## config.mk

```make
export PLATFORM = sky130hd
export DESIGN_NAME = slam_spike_scheduler_flat
export DESIGN_NICKNAME = d
export VERILOG_FILES = /design/src/rtl/slam_spike_scheduler_pkg.sv /design/src/rtl/slam_spike_scheduler_if.sv /design/src/rtl/slam_spike_scheduler_rr_arbiter.sv /design/src/rtl/slam_spike_scheduler.sv /design/src/flat_wrapper.sv
export SDC_FILE = /design/constraint.sdc
export NUM_CORES = 1
export LEC_CHECK = 0
export BUFFER_PORTS_ARGS = -buffer_cell sky130_fd_sc_hd__clkbuf_2
export CORE_MARGIN = 8
export CORE_UTILIZATION = 55
export DETAILED_ROUTE_END_ITERATION = 10
export PLACE_DENSITY = 0.74
export SETUP_SLACK_MARGIN = 0.05
export SLEW_MARGIN = 20
export SYNTH_ARGS = -nofsm -noshare
export SYNTH_HDL_FRONTEND = slang
export SYNTH_SLANG_ARGS = --single-unit
```

## constraint.sdc

```tcl
create_clock -name clk -period 5.3 [get_ports clk]
set_input_delay 0.795 -clock clk [delete_from_list [all_inputs] [get_ports clk]]
set_output_delay 0.795 -clock clk [all_outputs]
set_load 0.02 [all_outputs]
```

## src/rtl/slam_spike_scheduler_pkg.sv

```systemverilog
// ---------------------------------------------------------------------------
// slam_sched_pkg
// Shared types and sizing constants for the SLAM spike scheduler front-end.
//   NCH          number of spike channels (fixed at 4, index = direction code)
//   CNT_W        pending-counter width per channel
//   REFR_CYCLES  refractory length after an accepted spike
//   LEAK_W       leak-period register / timer width
//   CNT_MAX      saturation value of a pending counter
// ---------------------------------------------------------------------------
package slam_sched_pkg;

    localparam int NCH         = 4;
    localparam int CNT_W       = 4;
    localparam int REFR_CYCLES = 15;
    localparam int LEAK_W      = 16;
    localparam int REFR_W      = $clog2(REFR_CYCLES + 1);

    localparam logic [CNT_W-1:0] CNT_MAX = {CNT_W{1'b1}};

    // Direction codes double as channel indices on spike_in and upd_ch.
    typedef enum logic [1:0] {
        CH_XP = 2'd0,
        CH_YP = 2'd1,
        CH_XN = 2'd2,
        CH_YN = 2'd3
    } dir_e;

    typedef enum logic [1:0] {
        S_IDLE  = 2'd0,
        S_GRANT = 2'd1,
        S_LEAK  = 2'd2
    } state_e;

    // Round-robin successor of a granted channel (wraps 3 -> 0).
    function automatic logic [1:0] next_ptr(input logic [1:0] sel);
        return sel + 2'd1;
    endfunction

endpackage

```

## src/rtl/slam_spike_scheduler_if.sv

```systemverilog
// ---------------------------------------------------------------------------
// slam_spike_scheduler_if
// Valid/ready update port from the spike scheduler to the membrane datapath.
//   upd_valid  scheduler -> integrator  update request
//   upd_ready  integrator -> scheduler  update accepted
//   upd_ch     scheduler -> integrator  direction code (0 for leak ticks)
//   upd_leak   scheduler -> integrator  1 = leak tick, 0 = spike
// Modports: master (scheduler side), slave (integrator side).
// ---------------------------------------------------------------------------
interface slam_spike_scheduler_if;
    import slam_sched_pkg::*;

    logic       upd_valid;
    logic       upd_ready;
    dir_e       upd_ch;
    logic       upd_leak;

    modport master (
        output upd_valid,
        output upd_ch,
        output upd_leak,
        input  upd_ready
    );

    modport slave (
        input  upd_valid,
        input  upd_ch,
        input  upd_leak,
        output upd_ready
    );

endinterface

```

## src/rtl/slam_spike_scheduler_rr_arbiter.sv

```systemverilog
// ---------------------------------------------------------------------------
// slam_rr_arbiter
// Combinational 4-way round-robin picker. Searches req_i starting at ptr_i
// and wrapping; returns the first requesting index.
//   req_i      [3:0] per-channel request
//   ptr_i      [1:0] highest-priority index this round
//   gnt_idx_o  [1:0] selected index (ptr_i when nothing requests)
//   any_o            at least one request present
// ---------------------------------------------------------------------------
module slam_rr_arbiter (
    input  logic [3:0] req_i,
    input  logic [1:0] ptr_i,
    output logic [1:0] gnt_idx_o,
    output logic       any_o
);

    logic [7:0] req_dbl;
    logic [3:0] req_rot;
    logic [1:0] offset;

    // Rotate so that bit 0 is the channel at ptr_i; a fixed priority
    // encoder on the rotated vector then gives round-robin order.
    assign req_dbl = {req_i, req_i} >> ptr_i;
    assign req_rot = req_dbl[3:0];

    always_comb begin
        offset = 2'd0;
        if      (req_rot[0]) offset = 2'd0;
        else if (req_rot[1]) offset = 2'd1;
        else if (req_rot[2]) offset = 2'd2;
        else if (req_rot[3]) offset = 2'd3;
    end

    assign gnt_idx_o = ptr_i + offset;
    assign any_o     = |req_i;

endmodule

```

## src/rtl/slam_spike_scheduler.sv

```systemverilog
// ---------------------------------------------------------------------------
// slam_spike_scheduler
// Front-end scheduler for the neuromorphic odometry integrator. Edge-detects
// four direction spike lines, applies per-channel refractory filtering,
// queues accepted spikes in saturating counters and serialises them, plus
// periodic leak ticks, onto a single valid/ready update port.
//
// Ports
//   clk           system clock
//   rst           synchronous reset, active-high
//   en            scheduler enable
//   spike_in[3:0] synchronised spike lines: [0]+X [1]+Y [2]-X [3]-Y
//   leak_period   cycles between leak ticks; 0 disables leak
//   upd           update port (master modport of slam_spike_scheduler_if)
//   busy          pending work or a transaction in flight
//   overflow_irq  sticky: a spike was dropped on a saturated counter
//   irq_clr       clears overflow_irq (and drop_count when present)
//   drop_count    [15:0] saturating count of discarded edges
//                 (only when SPIKE_DROP_CNT_EN is defined)
//
// Optional feature macro: SPIKE_DROP_CNT_EN
// ---------------------------------------------------------------------------
module slam_spike_scheduler
    import slam_sched_pkg::*;
(
    input  logic                      clk,
    input  logic                      rst,
    input  logic                      en,
    input  logic [NCH-1:0]            spike_in,
    input  logic [LEAK_W-1:0]         leak_period,
    slam_spike_scheduler_if.master    upd,
    output logic                      busy,
    output logic                      overflow_irq,
    input  logic                      irq_clr
`ifdef SPIKE_DROP_CNT_EN
    ,
    output logic [15:0]               drop_count
`endif
);

    // ------------------------------------------------------------------
    // State
    // ------------------------------------------------------------------
    logic [NCH-1:0]    prev_spike_q;
    logic [CNT_W-1:0]  pending_q [NCH];
    logic [CNT_W-1:0]  pending_d [NCH];
    logic [REFR_W-1:0] refr_q    [NCH];
    logic [REFR_W-1:0] refr_d    [NCH];
    logic [LEAK_W-1:0] leak_cnt_q, leak_cnt_d;
    logic              leak_pend_q, leak_pend_d;
    state_e            state_q, state_d;
    dir_e              sel_q, sel_d;
    logic [1:0]        rr_ptr_q, rr_ptr_d;
    logic              ovf_q, ovf_d;

    // ------------------------------------------------------------------
    // Per-channel combinational signals
    // ------------------------------------------------------------------
    logic [NCH-1:0] rise;
    logic [NCH-1:0] accept;
    logic [NCH-1:0] sat;
    logic [NCH-1:0] inc;
    logic [NCH-1:0] dec;
    logic [NCH-1:0] req;
    logic           grant_hs;
    logic           leak_hs;
    logic           leak_fire;
    logic [1:0]     arb_idx;
    logic           arb_any;

    assign grant_hs = (state_q == S_GRANT) && upd.upd_ready;
    assign leak_hs  = (state_q == S_LEAK)  && upd.upd_ready;

    always_comb begin
        // NOTE: every variable gets a default before any conditional
        // assignment so the block cannot infer a latch.
        rise   = spike_in & ~prev_spike_q;
        accept = '0;
        sat    = '0;
        inc    = '0;
        dec    = '0;
        req    = '0;
        for (int i = 0; i < NCH; i++) begin
            pending_d[i] = pending_q[i];
            refr_d[i]    = refr_q[i];

            accept[i] = rise[i] && en && (refr_q[i] == '0);
            sat[i]    = (pending_q[i] == CNT_MAX);
            inc[i]    = accept[i] && !sat[i];
            dec[i]    = grant_hs && (sel_q == dir_e'(i));
            req[i]    = (pending_q[i] != '0);

            // Increment and decrement in the same cycle cancel out.
            if (inc[i] && !dec[i]) begin
                pending_d[i] = pending_q[i] + CNT_W'(1);
            end else if (dec[i] && !inc[i]) begin
                pending_d[i] = pending_q[i] - CNT_W'(1);
            end

            // Refractory countdown runs regardless of en.
            if (accept[i]) begin
                refr_d[i] = REFR_W'(REFR_CYCLES);
            end else if (refr_q[i] != '0) begin
                refr_d[i] = refr_q[i] - REFR_W'(1);
            end
        end
    end

    // Sticky overflow: a same-cycle set beats irq_clr.
    always_comb begin
        ovf_d = ovf_q;
        if (|(accept & sat)) begin
            ovf_d = 1'b1;
        end else if (irq_clr) begin
            ovf_d = 1'b0;
        end
    end

    // ------------------------------------------------------------------
    // Leak timer
    // ------------------------------------------------------------------
    always_comb begin
        leak_cnt_d = leak_cnt_q;
        leak_fire  = 1'b0;
        if (!en || (leak_period == '0)) begin
            leak_cnt_d = '0;
        end else if (leak_cnt_q >= leak_period - LEAK_W'(1)) begin
            // >= rather than == so a period shortened mid-count wraps at
            // once instead of running the timer all the way round.
            leak_cnt_d = '0;
            leak_fire  = 1'b1;
        end else begin
            leak_cnt_d = leak_cnt_q + LEAK_W'(1);
        end

        // A timeout in the handshake cycle keeps the tick pending.
        leak_pend_d = leak_pend_q;
        if (leak_fire) begin
            leak_pend_d = 1'b1;
        end else if (leak_hs) begin
            leak_pend_d = 1'b0;
        end
    end

    // ------------------------------------------------------------------
    // Arbiter and FSM
    // ------------------------------------------------------------------
    slam_rr_arbiter u_arb (
        .req_i     (req),
        .ptr_i     (rr_ptr_q),
        .gnt_idx_o (arb_idx),
        .any_o     (arb_any)
    );

    always_comb begin
        state_d        = state_q;
        sel_d          = sel_q;
        rr_ptr_d       = rr_ptr_q;
        upd.upd_valid  = 1'b0;
        upd.upd_ch     = CH_XP;
        upd.upd_leak   = 1'b0;

        case (state_q)
            S_IDLE: begin
                if (en) begin
                    if (leak_pend_q) begin
                        state_d = S_LEAK;
                    end else if (arb_any) begin
                        sel_d   = dir_e'(arb_idx);
                        state_d = S_GRANT;
                    end
                end
            end
            S_GRANT: begin
                // Request stays up even if en drops; only a handshake ends it.
                upd.upd_valid = 1'b1;
                upd.upd_ch    = sel_q;
                if (upd.upd_ready) begin
                    rr_ptr_d = next_ptr(sel_q);
                    state_d  = S_IDLE;
                end
            end
            S_LEAK: begin
                upd.upd_valid = 1'b1;
                upd.upd_leak  = 1'b1;
                if (upd.upd_ready) begin
                    state_d = S_IDLE;
                end
            end
            default: state_d = S_IDLE;
        endcase
    end

    // ------------------------------------------------------------------
    // Registers
    // ------------------------------------------------------------------
    always_ff @(posedge clk) begin
        // NOTE: sequential state uses non-blocking assignments so every
        // register samples the pre-edge value of its inputs.
        prev_spike_q <= spike_in;
        if (rst) begin
            // NOTE: the per-channel counter arrays are reset explicitly;
            // queued spikes and refractory windows must not survive reset.
            for (int i = 0; i < NCH; i++) begin
                pending_q[i] <= '0;
                refr_q[i]    <= '0;
            end
            prev_spike_q <= '0;
            leak_cnt_q   <= '0;
            leak_pend_q  <= 1'b0;
            state_q      <= S_IDLE;
            sel_q        <= CH_XP;
            rr_ptr_q     <= 2'd0;
            ovf_q        <= 1'b0;
        end else begin
            for (int i = 0; i < NCH; i++) begin
                pending_q[i] <= pending_d[i];
                refr_q[i]    <= refr_d[i];
            end
            leak_cnt_q  <= leak_cnt_d;
            leak_pend_q <= leak_pend_d;
            state_q     <= state_d;
            sel_q       <= sel_d;
            rr_ptr_q    <= rr_ptr_d;
            ovf_q       <= ovf_d;
        end
    end

    assign busy         = (|req) || leak_pend_q || (state_q != S_IDLE);
    assign overflow_irq = ovf_q;

`ifdef SPIKE_DROP_CNT_EN
    // ------------------------------------------------------------------
    // Discarded-edge counter: refractory, disabled, or saturated.
    // ------------------------------------------------------------------
    logic [NCH-1:0] discard;
    logic [2:0]     n_drop;
    logic [16:0]    drop_sum;
    logic [15:0]    drop_q, drop_d;

    always_comb begin
        discard  = (rise & ~accept) | (accept & sat);
        n_drop   = 3'($countones(discard));
        drop_sum = {1'b0, drop_q} + 17'(n_drop);
        drop_d   = drop_q;
        // A same-cycle increment beats irq_clr.
        if (n_drop != 3'd0) begin
            drop_d = drop_sum[16] ? 16'hFFFF : drop_sum[15:0];
        end else if (irq_clr) begin
            drop_d = 16'd0;
        end
    end

    always_ff @(posedge clk) begin
        if (rst) begin
            drop_q <= 16'd0;
        end else begin
            drop_q <= drop_d;
        end
    end

    assign drop_count = drop_q;
`endif

endmodule
```

## src/flat_wrapper.sv

```systemverilog
// flat-port wrapper written by rule: the top's interface ports become plain ports
module slam_spike_scheduler_flat import slam_sched_pkg::*;
  (clk, rst, en, spike_in, leak_period, busy, overflow_irq, irq_clr, upd_upd_valid, upd_upd_ch, upd_upd_leak, upd_upd_ready);
  slam_spike_scheduler_if upd_i ();
  input  logic clk;
  input  logic rst;
  input  logic en;
  input  logic [NCH-1:0] spike_in;
  input  logic [LEAK_W-1:0] leak_period;
  output logic busy;
  output logic overflow_irq;
  input  logic irq_clr;
  output wire logic [$bits(upd_i.upd_valid)-1:0] upd_upd_valid;
  output wire logic [$bits(upd_i.upd_ch)-1:0] upd_upd_ch;
  output wire logic [$bits(upd_i.upd_leak)-1:0] upd_upd_leak;
  input wire logic [$bits(upd_i.upd_ready)-1:0] upd_upd_ready;
  assign upd_upd_valid = upd_i.upd_valid;
  assign upd_upd_ch = upd_i.upd_ch;
  assign upd_upd_leak = upd_i.upd_leak;
  assign upd_i.upd_ready = upd_upd_ready;
  slam_spike_scheduler u_core (.clk(clk), .rst(rst), .en(en), .spike_in(spike_in), .leak_period(leak_period), .upd(upd_i), .busy(busy), .overflow_irq(overflow_irq), .irq_clr(irq_clr));
endmodule
```

==> flow_summary.ini, run 1 <==
[timing]
setup_tns_ns = 0
finalMaxSlewViolations = 0
slew_headroom_pct = 41.3
rsz0062_at_grt = false
fin_crit_sh_pct = 66.0
max_freq_mhz = 286
worstMarginPinSlew_ns = 0.878
fin_skew_ns = 0.00886
hold_violations = 0
finalHoldWorstSlack_ns = 0.517
fin_crit_ns = 3.50
setup_viol = 0

[route]
drtPass1Iterations = 4
post_drt_wl_per_cell_um = 13.4
totalWireLength_mm = 7.69
drc = 0
drtAntennaViolNets = 0
drt_iter0_drc = 79
vias = 3141
via_per_inst = 5.47

[floorplan]
start_util_pct = 57.0
die_width_um = 99.9
fp-row-count = 30
dieArea_um2 = 9980
coreArea_um2 = 6790
die_h_um = 99.9
io_pins = 31

[synthesis]
yosysWarnings = 0
synth_cell_types = 54
synth-seq-cells = 60
ys.flop_type = dfxtp_1
synth_edf_count = 0
synthMostInstantiatedCell = dfxtp_1
async_flop_share_pct = 0
synthesis.nets = 515
yosysTopAreaCellShare_pct = 31.0
synthTopCellsByArea = dfxtp_1 31%, ha_1 15%, xnor2_1 5.4%
syn-cell-area_um2 = 3870
syn_inst = 441
seq_area_frac_synth_pct = 31.0
yosys.area.top_type = dfxtp_1
syn_area_per_cell_um2 = 8.78
synth_common_cells = 60 x dfxtp_1, 51 x nor2_1, 45 x ha_1, 24 x inv_1, 24 x xnor2_1

[setup_path]
reg2reg_from = u_core.refr_q[0][0]$_SDFFE_PP0P_
crit_path_max_fanout = 16
crit_arrival_ns = 3.68
cp-end-kind = register
path_class = primary input to register
crit_chain = clkbuf_2 -> or4_4 -> or3_4 -> nor3_4 -> nand3_1 -> xor2_1 -> ha_1 -> nand4_1 -> o311ai_4 -> nor2_1
worstPathRequired_ns = 5.49
endpoint = u_core.leak_cnt_q[13]$_SDFF_PP0_
timing.reg2reg.setup_slack_ns = 2.51
worstSetupStartpointType = primary input
reg2reg_depth = 13
crit_start = leak_period[9]
cpMaxStageDelayCell = o311ai_4
slowest_delay_ns = 0.81
r2r_end = u_core.pending_q[0][3]$_SDFFE_PP0P_

[clock_tree]
htreeDepth = 3
clockBufferDepth = 2
ctsHoldBuffers = 0
cts_tree = built
clkTransAtPathRegs_ns = 0.06
numClockSinks = 60
numCtsBuffers = 9
ctsResizeCount = 0
root_buffer = clkbuf_8
clkLatencyLatePin_ns = 0.34
post-cts-setup-buffers = 0

[finish]
num_antenna_cells = 0
stdcell_area_um2 = 4290
drive_gt1_share_pct = 13.4
fillCellCount = 619
nets = 548
final_cells = 574
synthToLayoutAreaGrowth_pct = 10.9

[hold_path]
hold_path.class = register to register

[place]
port_buffers = 30
place_congestion = 0.780
dp.final_hpwl_mm = 6.01
dpl.cell_count = 559
place_area_um2 = 4090

[global_route]
globalRouteTotalUtil_pct = 16.7
antenna_found_initial = 0
grt_pass1_vias = 3158
grt_pass1_wl_mm = 13.8
grt_overflow = 0
grt_max_degree = 42

[power_and_ir_drop]
peakVddDrop_v = 0.000174
pwr_density_cell_nw_per_um2 = 440
p_leak_nw = 1.83

[outcome]
status = finished clean

[run]
maxCapViolations = 0
## critical path: cells and delay by family
family          cells  cell delay, ns
compound gates      1            0.81
xor+xnor            1            0.18
fa+ha+maj           1            0.29
buf+inv             1            0.10
simple gates        6            1.51
## cell families (layout without fill, tap and decap cells)
logic type / count (synthesis) / count (layout) / share of synthesized area (%)
compound gates: 76 / 76 / 13.7
xor+xnor: 46 / 46 / 10.4
fa+ha+maj: 49 / 49 / 16.6
buf+inv: 32 / 69 / 3.56
flops: 60 / 60 / 31.0
mux: 5 / 5 / 1.29
simple gates: 173 / 173 / 23.4
## worst min path at each step
stage	startpoint	end	slack, ns	cells after the start
after floorplan	u_core.pending_q[0][3]$_SDFFE_PP0P_	u_core.pending_q[0][3]$_SDFFE_PP0P_	0.47	2
after global placement	u_core.pending_q[0][3]$_SDFFE_PP0P_	u_core.pending_q[0][3]$_SDFFE_PP0P_	0.49	2
after detailed placement	u_core.pending_q[0][3]$_SDFFE_PP0P_	u_core.pending_q[0][3]$_SDFFE_PP0P_	0.50	2
after CTS	u_core.pending_q[0][3]$_SDFFE_PP0P_	u_core.pending_q[0][3]$_SDFFE_PP0P_	0.51	2
after global routing	u_core.pending_q[0][15]$_SDFFE_PP0P_	u_core.pending_q[0][15]$_SDFFE_PP0P_	0.54	2
final	u_core.refr_q[2][0]$_SDFFE_PP0P_	u_core.refr_q[2][0]$_SDFFE_PP0P_	0.52	2
## sequential cells by signal, summed over array words and instances, names as in the netlist
| register | flops |
|---|---|
| u_core.leak_cnt_q | 16 |
| u_core.leak_pend_q | 1 |
| u_core.overflow_irq | 1 |
| u_core.pending_q | 16 |
| u_core.prev_spike_q | 4 |
| u_core.refr_q | 16 |
| u_core.rr_ptr_q | 2 |
| u_core.sel_q | 2 |
| u_core.state_q | 2 |
## stage by stage
step                setup slack (ns)  total power [W]  util, %
floorplan                       1.92          0.00130        -
global placement                1.48          0.00144     60.3
detailed placement              1.44          0.00147     60.3
CTS                             1.78          0.00190     63.2
global route                    1.35          0.00206     63.2
finish                          1.80          0.00189     63.2
## report_power, final
part           total (W)  switching [W]  internal, W  leakage (nW)
Clock           0.000415       0.000176     0.000239         0.105
Sequential      0.000639      0.0000932     0.000546         0.491
Combinational   0.000835       0.000462     0.000373          1.23
Total            0.00189       0.000731      0.00116          1.83
## placed cells by master (no fill, tap or decap), types with 7 or more instances in the layout
master | netlist | final
nand4_1 | 7 | 7
xnor2_1 | 24 | 24
inv_1 | 24 | 24
clkbuf_2 | 0 | 30
xor2_1 | 22 | 22
ha_1 | 45 | 45
a211oi_1 | 12 | 12
nand3_1 | 16 | 16
dfxtp_1 | 60 | 60
a21oi_1 | 22 | 22
nor2_1 | 51 | 51
nor2_2 | 10 | 10
and3_1 | 7 | 7
clkbuf_8 | 0 | 11
nor3_1 | 16 | 16
nor2b_1 | 13 | 13
nand2_1 | 22 | 22
o21ai_0 | 13 | 13
## per-layer routing
metal / vias up / global-route usage [%] / share of wire, %
met4: 0 / 5.01 / 0.79
met2: 46 / 28.2 / 47
li1: 1630 / - / -
met3: 8 / 4.64 / 4.0
met1: 1457 / 20.1 / 48
met5: - / 0 / 0
## layout make-up
cell class / instances / area (um2) / share of cell area, %
clock buffer: 11 / 151 / 3.53
clock inverter: 4 / 48.8 / 1.14
multi-input combinational: 349 / 2530 / 59.0
timing repair buffer: 30 / 150 / 3.50
inverter: 24 / 90.1 / 2.10
tap: 96 / 120 / 2.80
sequential: 60 / 1200 / 28.0
Note: power is estimated with default switching activity, not from simulation.
==> run 2, diff against run 1 <==
--- a/config.mk
+++ b/config.mk
@@ -9,7 +9,7 @@
 export CORE_MARGIN = 8
 export CORE_UTILIZATION = 55
 export DETAILED_ROUTE_END_ITERATION = 10
-export PLACE_DENSITY = 0.74
+export PLACE_DENSITY = 0.77
 export SETUP_SLACK_MARGIN = 0.05
 export SLEW_MARGIN = 20
 export SYNTH_ARGS = -nofsm -noshare
==> constraint.sdc (replaced) <==
create_clock -name clk -period 2.8 [get_ports clk]
set_input_delay 0.42 -clock clk [delete_from_list [all_inputs] [get_ports clk]]
set_output_delay 0.42 -clock clk [all_outputs]
set_load 0.02 [all_outputs]
==> run 2 against run 1 <==
Against the previous run: the run now ends with negative setup slack left; wire length increased by 13%; clock skew grew 0.0018 ns; global-route usage rose by 0.72 points; clock power is 110% higher; first-iteration DRC count up 51%; cell area rose by 9.0%; count of clock-buffer cells in the layout is 1 higher; critical path type unchanged; largest cell class unchanged; highest routed layer unchanged.
==> flow_summary.ini, run 2 (same netlist as run 1, synthesis figures left out) <==
[outcome]
status = finished, violations left
violations = negative setup slack

[floorplan]
start_util_pct = 57.0
dieArea_um2 = 9980
io_pins = 31
die_h_um = 99.9
coreArea_um2 = 6790
die_width_um = 99.9
fp-row-count = 30

[hold_path]
hold_path.class = primary input to register

[route]
drtAntennaViolNets = 0
via_per_inst = 5.50
vias = 3308
totalWireLength_mm = 8.68
drc = 0
drtPass1Iterations = 4
drt_iter0_drc = 119
post_drt_wl_per_cell_um = 14.4

[timing]
slew_headroom_pct = 57.2
fin_skew_ns = 0.0107
max_freq_mhz = 355
setup_tns_ns = -0.0137
setup_viol = 1
rsz0062_at_grt = true
worstMarginPinSlew_ns = 0.637
setup_ws_ns = -0.0137
hold_violations = 0
finalMaxSlewViolations = 0
fin_crit_sh_pct = 100
finalHoldWorstSlack_ns = 0.305
fin_crit_ns = 2.81

[setup_path]
worstSetupStartpointType = primary input
worstPathRequired_ns = 3.08
crit_top_cell = buf_6
path_class = primary input to register
slowest_delay_ns = 0.54
crit_arrival_ns = 3.09
crit_chain = buf_6 -> or4_4 -> or3_4 -> buf_6 -> nor3_4 -> xnor2_1 -> ha_1 -> a21o_1 -> a21o_2 -> a21oi_4 -> o311ai_4 -> clkbuf_16 -> nor2_2
cp-end-kind = register
crit_path_max_fanout = 8
cpMaxStageDelayCell = or4_4

[finish]
top_regs = u_core.leak_cnt_q (16), u_core.pending_q (16), u_core.refr_q (16)
synthToLayoutAreaGrowth_pct = 20.9
layout_commonest_cell = dfxtp_1
fin_util_pct = 68.9
nets = 574
drive_gt1_share_pct = 22.0
final_cell_mix = 59 x dfxtp_1, 45 x nor2_1, 45 x ha_1
num_antenna_cells = 0

[clock_tree]
root_buffer = clkbuf_8
clockBufferDepth = 2
clkTransAtPathRegs_ns = 0.07
htreeDepth = 3
numClockSinks = 60
clkLatencyLatePin_ns = 0.34
numCtsBuffers = 9
cts_tree = built

[global_route]
met2_usage_pct = 29.5
grt_use_met1_pct = 21.0
grt_overflow = 0
grt_pass1_wl_mm = 14.2
grt_pass1_vias = 3213
globalRouteTotalUtil_pct = 17.4
grt_max_degree = 41
busiest_layer = met2
gr-usage-met3_pct = 4.84
antenna_found_initial = 0

[place]
place_congestion = 0.798
dp.final_hpwl_mm = 6.18
port_buffers = 30

[power_and_ir_drop]
pwr_density_cell_nw_per_um2 = 814
p_leak_nw = 2.00
peakVddDrop_v = 0.000356

[run]
maxCapViolations = 0
[run 2: layout make-up]
cell class                 count  area (um2)
multi-input combinational    349        2660
tap                           96         120
timing repair buffer          56         385
clock buffer                  12         145
inverter                      24        90.1
fill                         565        2110
sequential                    60        1200
clock inverter                 4        72.6
[run 2: what timing repair did]
item                       in CTS  in global routing
setup endpoints to repair      18                 20
setup buffers                   1                  0
pin swaps                       1                  7
hold buffers                    0                  0
cloned                          0                  1
resized for setup               2                 30
[run 2: worst max-delay path: cells and delay by family]
family | cells | cell delay, ns
xor gates and xnor gates | 1 | 0.14
AOI/OAI and AO/OA | 4 | 0.72
buffers and inverters | 3 | 0.43
and+or+nand+nor | 4 | 1.13
adders and majority gates | 1 | 0.26
[run 2: worst paths after layout]
| path | startpoint | end | slack [ns] | depth (start not counted) |
|---|---|---|---|---|
| worst max-delay path | leak_period[9] | u_core.leak_cnt_q[7]$_SDFF_PP0_ | -0.01 | 13 |
| worst min-delay path | spike_in[3] | u_core.prev_spike_q[3]$_SDFF_PP0_ | 0.30 | 2 |
| worst max register to register | u_core.refr_q[1][0]$_SDFFE_PP0P_ | u_core.pending_q[0][7]$_SDFFE_PP0P_ | 0.17 | 13 |
| worst min register to register | u_core.pending_q[0][3]$_SDFFE_PP0P_ | u_core.pending_q[0][3]$_SDFFE_PP0P_ | 0.51 | 2 |
[run 2: power breakdown]
group	total [W]	leakage (nW)	internal, W	switching [W]
Sequential	0.00123	0.491	0.00103	0.000195
Clock	0.000866	0.107	0.000525	0.000341
Combinational	0.00171	1.40	0.000803	0.000911
[run 2: stage by stage]
stage	setup slack (ns)	power [W]	cells	cell area (um2)
after floorplan	-0.0553	0.00246	441	3890
after global placement	-0.426	0.00277	583	4300
after detailed placement	-0.507	0.00284	583	4300
after CTS	0.000415	0.00373	600	4540
after global routing	-0.0909	0.00411	601	4680
final	-0.0137	0.00381	601	4680
[run 2: metal layers]
metal | vias to the layer above | routed length [um]
met4 | 0 | 74
li1 | 1689 | -
met3 | 8 | 286
met1 | 1566 | 3900
met2 | 45 | 4420
met5 | - | 0
==> run 3, diff against run 2 <==
--- a/config.mk
+++ b/config.mk
@@ -11,6 +11,7 @@
 export DETAILED_ROUTE_END_ITERATION = 10
 export PLACE_DENSITY = 0.77
 export SETUP_SLACK_MARGIN = 0.05
+export SKIP_LAST_GASP = 1
 export SLEW_MARGIN = 20
 export SYNTH_ARGS = -nofsm -noshare
 export SYNTH_HDL_FRONTEND = slang
==> run 3 against run 2 <==
Against the previous run: the flow still finishes with violations (negative setup slack); critical path depth stayed put; global-route usage stayed put; power is 0.33% lower; via count is 0.12% higher; sequential share of layout area hardly changed; die area stayed put; sequential cell count stayed put; clock skew hardly changed; combinational power hardly changed.
==> flow_summary.ini, run 3 (same netlist as run 1, synthesis figures left out) <==
[outcome]
status = finished, violations left
violations = negative setup slack

[finish]
nets = 574
synthToLayoutAreaGrowth_pct = 20.7
stdcell_area_um2 = 4670
top_regs = u_core.leak_cnt_q (16), u_core.pending_q (16), u_core.refr_q (16)
num_antenna_cells = 0
fin_util_pct = 68.7
drive_gt1_share_pct = 21.4
final_cell_mix = 60 x dfxtp_1, 45 x nor2_1, 45 x ha_1
layout_commonest_cell = dfxtp_1

[power_and_ir_drop]
p_int_w = 0.00235
power_frac_seq_pct = 32.2
netSwitchingFraction_pct = 38.1
switchingPower_w = 0.00145
clkPwrFrac_pct = 22.9
pwr_density_cell_nw_per_um2 = 813
peakVddDrop_v = 0.000354
power.share.combinational_pct = 44.9
p_leak_nw = 1.99

[timing]
rsz0062_at_grt = true
finalMaxSlewViolations = 0
setup_ws_ns = -0.00603
finalHoldWorstSlack_ns = 0.305
hold_violations = 0
slew_headroom_pct = 57.2
fin_crit_ns = 2.81
max_freq_mhz = 356
setup_tns_ns = -0.00603
fin_skew_ns = 0.0109
fin_crit_sh_pct = 100
setup_viol = 1
worstMarginPinSlew_ns = 0.636

[place]
place_area_um2 = 4300
dp.final_hpwl_mm = 6.18
place_congestion = 0.798
port_buffers = 30

[setup_path]
cpMaxStageDelayCell = or4_4
cp-end-kind = register
crit_path_max_fanout = 8
crit_chain = buf_6 -> or4_4 -> or3_4 -> buf_6 -> nor3_4 -> xnor2_1 -> ha_1 -> a21o_1 -> a21o_2 -> a21oi_4 -> o311ai_4 -> clkbuf_16 -> nor2_2
path_class = primary input to register
worstPathRequired_ns = 3.08
worstSetupStartpointType = primary input
slowest_delay_ns = 0.54
crit_arrival_ns = 3.09
crit_top_cell = buf_6

[clock_tree]
cts_tree = built
numClockSinks = 60
htreeDepth = 3
clockBufferDepth = 2
root_buffer = clkbuf_8
numCtsBuffers = 9
clkLatencyLatePin_ns = 0.34
clkTransAtPathRegs_ns = 0.07

[floorplan]
die_h_um = 99.9
start_util_pct = 57.0
die_width_um = 99.9
coreArea_um2 = 6790
io_pins = 31
fp-row-count = 30
dieArea_um2 = 9980

[global_route]
grt_pass1_wl_mm = 14.2
grt_max_degree = 41
globalRouteTotalUtil_pct = 17.4
grt_overflow = 0
antenna_found_initial = 0
grt_pass1_vias = 3213

[route]
drtPass1Iterations = 4
drtAntennaViolNets = 0
drt_iter0_drc = 119
totalWireLength_mm = 8.70
vias = 3312
via_per_inst = 5.51
post_drt_wl_per_cell_um = 14.5
drc = 0

[hold_path]
hold_path.class = primary input to register

[run]
maxCapViolations = 0
## run 3: cell counts in the layout (fill, tap and decap cells not counted)
No cell type changed its count.
## run 3: worst paths after layout
path                                        from                                   end  slack [ns]  cells after the start
min                                  spike_in[3]     u_core.prev_spike_q[3]$_SDFF_PP0_        0.30                      2
min reg2reg  u_core.pending_q[0][3]$_SDFFE_PP0P_   u_core.pending_q[0][3]$_SDFFE_PP0P_        0.51                      2
max reg2reg     u_core.refr_q[3][0]$_SDFFE_PP0P_  u_core.pending_q[0][15]$_SDFFE_PP0P_        0.16                     13
max                               leak_period[9]       u_core.leak_cnt_q[7]$_SDFF_PP0_      -0.006                     13
## run 3: final cells by class
| type | count | area, um2 |
|---|---|---|
| timing repair buffer | 56 | 385 |
| tap | 96 | 120 |
| sequential | 60 | 1200 |
| inverter | 24 | 90.1 |
| fill | 567 | 2120 |
| clock buffer | 12 | 145 |
| multi-input combinational | 349 | 2660 |
| clock inverter | 4 | 72.6 |
## run 3: per-layer routing
layer	GRT usage (%)	part of all wire (%)	routed length (um)
met1	21.0	44	3870
met2	29.5	51	4450
met3	4.84	3.6	311
met4	5.01	0.85	74
met5	0	0	0
## run 3: power groups by stage
stage / logic (W) / clock network (W) / registers, W
after floorplan: 0.00128 / 0 / 0.00118
after global placement: 0.00155 / 0 / 0.00122
after detailed placement: 0.00162 / 0 / 0.00122
after CTS: 0.00165 / 0.000871 / 0.00121
after global routing: 0.00192 / 0.000915 / 0.00125
final: 0.00171 / 0.000869 / 0.00122
## run 3: repair_timing
item,in CTS,in global routing
cloned,0,1
setup endpoints to repair,18,20
buffers inserted,1,0
pin swaps,1,7
gates resized for setup,2,26
hold buffers,0,0
## run 3: critical path, delay by kind of cell
family | cells | cell delay (ns)
AOI/OAI and AO/OA | 4 | 0.72
adders and majority gates | 1 | 0.26
xor gates and xnor gates | 1 | 0.14
and+or+nand+nor | 4 | 1.12
buffers and inverters | 3 | 0.43
## run 3: metrics by stage
stage / worst slack (ns) / total power [W] / instances
2_1_floorplan: -0.0553 / 0.00246 / 441
3_3_place_gp: -0.426 / 0.00277 / 583
3_5_place_dp: -0.507 / 0.00284 / 583
4_1_cts: 0.000415 / 0.00373 / 600
5_1_grt: -0.0906 / 0.00409 / 601
6_report: -0.00603 / 0.00380 / 601
